==> config.mk <==
export PLATFORM = sky130hd
export DESIGN_NAME = rotate_right_seq
export DESIGN_NICKNAME = d
export VERILOG_FILES = /design/src/rtl/rotate_right_seq.sv
export SDC_FILE = /design/constraint.sdc
export NUM_CORES = 1
export LEC_CHECK = 0
export ABC_AREA = 1
export CORE_MARGIN = 2
export CORE_UTILIZATION = 50
export DETAILED_ROUTE_END_ITERATION = 8
export PLACE_DENSITY = 0.76
export SLEW_MARGIN = 20
export SYNTH_ARGS = -nofsm -noshare
export SYNTH_HDL_FRONTEND = slang
export SYNTH_SLANG_ARGS = --single-unit
==> constraint.sdc <==
create_clock -name clk -period 2.1 [get_ports clk]
set_input_delay 0.42 -clock clk [delete_from_list [all_inputs] [get_ports clk]]
set_output_delay 0.42 -clock clk [all_outputs]
set_load 0.02 [all_outputs]
==> src/rtl/rotate_right_seq.sv <==
// rotate_right_seq: multi-cycle right rotator / shifter (ROR, SRL, SRA).
// One binary-weighted stage per clock, valid/ready on both sides.
module rotate_right_seq #(
  parameter int WIDTH = 16,
  parameter int CNT_W = 4
) (
  input  logic             clk,
  input  logic             rst_n,
  input  logic             in_valid,
  output logic             in_ready,
  input  logic [WIDTH-1:0] in_data,
  input  logic [CNT_W-1:0] in_cnt,
  input  logic [1:0]       in_op,
  output logic             out_valid,
  input  logic             out_ready,
  output logic [WIDTH-1:0] out_data
);

  localparam int KW = (CNT_W > 1) ? $clog2(CNT_W) : 1;
  localparam logic [KW-1:0] K_LAST = KW'(CNT_W - 1);

  typedef enum logic [1:0] {
    IDLE,
    SHIFT,
    DONE
  } state_t;

  state_t           state_q;
  logic [WIDTH-1:0] work_q;
  logic [WIDTH-1:0] work_d;
  logic [WIDTH-1:0] shifted;
  logic [CNT_W-1:0] cnt_q;
  logic [1:0]       op_q;
  logic [KW-1:0]    k_q;
  logic             rdy_q;
  logic             vld_q;
  logic [WIDTH-1:0] res_q;
  logic             is_ror;
  logic             fill;
  int               amt;
  int               src;

  assign in_ready  = rdy_q;
  assign out_valid = vld_q;
  assign out_data  = res_q;

  // One stage: shift the working word right by 2^k when cnt bit k is set.
  // SRA fills from the current MSB, which every SRA stage preserves.
  always_comb begin
    is_ror  = (op_q == 2'b00) || (op_q == 2'b11);
    fill    = (op_q == 2'b10) ? work_q[WIDTH-1] : 1'b0;
    amt     = 1 << k_q;
    src     = 0;
    shifted = '0;
    for (int i = 0; i < WIDTH; i++) begin
      src = i + amt;
      if (src < WIDTH) begin
        shifted[i] = work_q[src];
      end else if (is_ror) begin
        shifted[i] = work_q[src-WIDTH];
      end else begin
        shifted[i] = fill;
      end
    end
    work_d = cnt_q[k_q] ? shifted : work_q;
  end

  // Control FSM with registered handshake outputs; in_ready mirrors IDLE.
  always_ff @(posedge clk) begin
    if (!rst_n) begin
      state_q <= IDLE;
      work_q  <= '0;
      cnt_q   <= '0;
      op_q    <= '0;
      k_q     <= '0;
      rdy_q   <= 1'b1;
      vld_q   <= 1'b0;
      res_q   <= '0;
    end else begin
      unique case (state_q)
        IDLE: begin
          if (in_valid) begin
            work_q  <= in_data;
            cnt_q   <= in_cnt;
            op_q    <= in_op;
            k_q     <= '0;
            rdy_q   <= 1'b0;
            state_q <= SHIFT;
          end
        end
        SHIFT: begin
          work_q <= work_d;
          k_q    <= k_q + 1'b1;
          if (k_q == K_LAST) begin
            res_q   <= work_d;
            vld_q   <= 1'b1;
            state_q <= DONE;
          end
        end
        DONE: begin
          if (out_ready) begin
            vld_q   <= 1'b0;
            rdy_q   <= 1'b1;
            state_q <= IDLE;
          end
        end
        default: begin
          vld_q   <= 1'b0;
          rdy_q   <= 1'b1;
          state_q <= IDLE;
        end
      endcase
    end
  end

endmodule

==> qor.csv <==
metric;value;unit
status;finished clean;
clk root buf;clkbuf_8;
Synth area leaders;dfxtp_1, nand2_1, nand3_1, inv_1, o21ai_0;
GR Util All Layers;0.332;
Ports;44;
Pins Over Slew Limit;0;
critical path class;flip-flop to flip-flop;
syn_nets;596;
Die X;85.8;µm
worst slew pin tran;0.514;ns
WP data required;2.30;ns
Max stage delay cell, worst path;dfxtp_2;
DIE AREA;0.00736;mm²
via count;3940;
YS warnings;0;
Syn Std Cell Area;0.00335;mm²
Worst-Skew Late Latency;0.30;ns
Clock Skew;0.0106;ns
Setup WS pre-CTS;-0.0462;ns
DR iter-0 viols;358;
Max-Cap Viols;0;
Max FO, Critical Path;8;
fmax;0.501;GHz
global-route wire length before repair;19200;µm
Period minus WS final;2.00;ns
CP Cell Sequence;buf_4 -> ha_1 -> buf_4 -> inv_1 -> o21ai_1 -> a21oi_1 -> nand2_1 -> nand2_1 -> a21oi_1;
Mapped Cells;558;
met1 GRT Util;0.438;
CP endpoint kind;flip-flop;
Final Setup Violations;0;
CP arrival;2.20;ns
wire per inst;16.7;µm
vias in the first global route;3845;
largest net degree at the start of global routing;27;
setup ws final;0.103;ns
Post-DP HPWL;9320;µm
CTS tree;built;
Remaining DRCs;0;
Hold Path Class;flip-flop to flip-flop;
startpoint type of the worst setup path;flip-flop;
met2 Use GR;0.552;
post-route insts no fill;703;
CTS buffer count;5;
cell area after layout;0.00423;mm²
cts hold-fix bufs;0;
Seq/Total Area, Yosys;0.263;
GRT busiest layer;met2;
initial core utilization;0.521;
Antenna Cells;0;
largest area contributor in the netlist;dfxtp_1;
clk slew on worst S/H paths;0.09;ns
Yosys reg bits;44;
core area;0.00642;mm²
LEAKAGE;0.00201;µW
die height;85.8;µm
endpoints failing hold;0;
H-tree levels;2;
placed cell area;0.00405;mm²
Layout Nets;663;
grt total ovfl;0;
final hold slack;0.469;ns
Slew HR;0.657;
row count;29;
vias per std cell;5.60;
largest buffer count on any clock path;2;
top cell type's share of synthesized area;0.263;
layout cells sized above 1;0.139;
initial antenna violation count;0;
fin crit share;0.951;
Placer Congestion;0.983;
ANT nets after route;0;
mean area per synthesized cell;6.00;µm²
Clock Sinks;44;
Routed WL;11700;µm
1st-pass router iterations;5;
slowest stage delay, CP;0.34;ns
PortBufs;43;
Syn-to-layout area delta;26.4;%
Peak VDD IR;0.411;mV
power per standard cell area;698;mW/mm²
placed cell count;694;
GR Util met3;0.0472;
post-synthesis cell type count;33;
-- sequential cells by signal (all words and copies together), names as in the netlist --
name,flops
work_q,16
op_q,2
out_valid,1
in_ready,1
out_data,16
k_q,2
state_q,2
cnt_q,4
-- cell usage in the layout (no fill, tap or decap), types with 8 or more instances in the layout --
master	instances
a21oi_1	40
buf_4	34
nand2_1	172
nand3_1	74
nor2_1	28
clkdlybuf4s50_1	43
inv_1	67
ha_1	8
o21ai_0	43
dfxtp_1	42
-- worst paths after layout --
| kind | startpoint | endpoint | slack, ns | cells after the start |
|---|---|---|---|---|
| worst min register to register | in_ready | in_ready | 0.47 | 1 |
| worst max-delay path | k_q[0] | out_data[5] | 0.10 | 9 |
| worst min-delay path | in_ready | in_ready | 0.47 | 1 |
| worst max register to register | k_q[0] | out_data[5] | 0.10 | 9 |
-- cells in the mapped netlist (all sizes together) --
| library cell | n |
|---|---|
| nand2 | 180 |
| nand3 | 81 |
| inv | 74 |
| o21ai | 55 |
| dfxtp | 44 |
| a21oi | 41 |
| nor2 | 32 |
| buf | 14 |
| ha | 12 |
| clkbuf | 6 |
| o21bai | 6 |
| a31oi | 3 |
| or2 | 3 |
| nor3 | 2 |
| a21o | 1 |
| clkinv | 1 |
| nand3b | 1 |
| o21a | 1 |
| o31ai | 1 |
-- metrics by stage --
step | TNS [ns] | utilization | total power, µW
after floorplan | 0 | - | 1830
after global placement | -0.00129 | 0.631 | 2220
after detailed placement | -0.190 | 0.631 | 2230
after CTS | 0 | 0.649 | 2880
after global routing | -0.0189 | 0.659 | 3120
final | 0 | 0.659 | 2950
-- worst max-delay path, delay by kind of cell (launching register included) --
kind | cells | cell delay, ns
AO/OA/AOI/OAI | 3 | 0.44
adder cells (fa/ha/maj) | 1 | 0.25
buffers and inverters | 3 | 0.63
flip-flops | 1 | 0.34
AND/OR/NAND/NOR | 2 | 0.23
-- area by class of cell --
class | count | area (µm²)
clock inverter | 3 | 42.5
fill | 591 | 2190
sequential | 44 | 883
multi-input combinational | 419 | 2100
inverter | 75 | 292
timing repair buffer | 80 | 746
clock buffer | 5 | 68.8
tap | 77 | 96.3
-- report_power, final --
part	internal, µW	switching [µW]
sequential	892	56.0
clock	353	318
combinational	483	849
-- timing repair --
action,CTS,global route
setup endpoints to repair,9,25
gates resized for setup,3,17
buffers inserted,0,1
pin swaps,0,0
-- logic make-up (layout without fill, tap and decap cells) --
group           after synthesis  after routing  share of synthesized area
simple gates                299            299                      0.387
compound gates              108            108                      0.176
fa+ha+maj                    12             12                     0.0449
buf+inv                      95            163                      0.129
flops                        44             44                      0.263
-- metal layers --
layer / wire length [µm] / share of wire
met5: 0 / 0
met1: 4990 / 0.43
met2: 5350 / 0.46
met3: 1050 / 0.089
met4: 330 / 0.028
(Power assumes the default switching activity.)
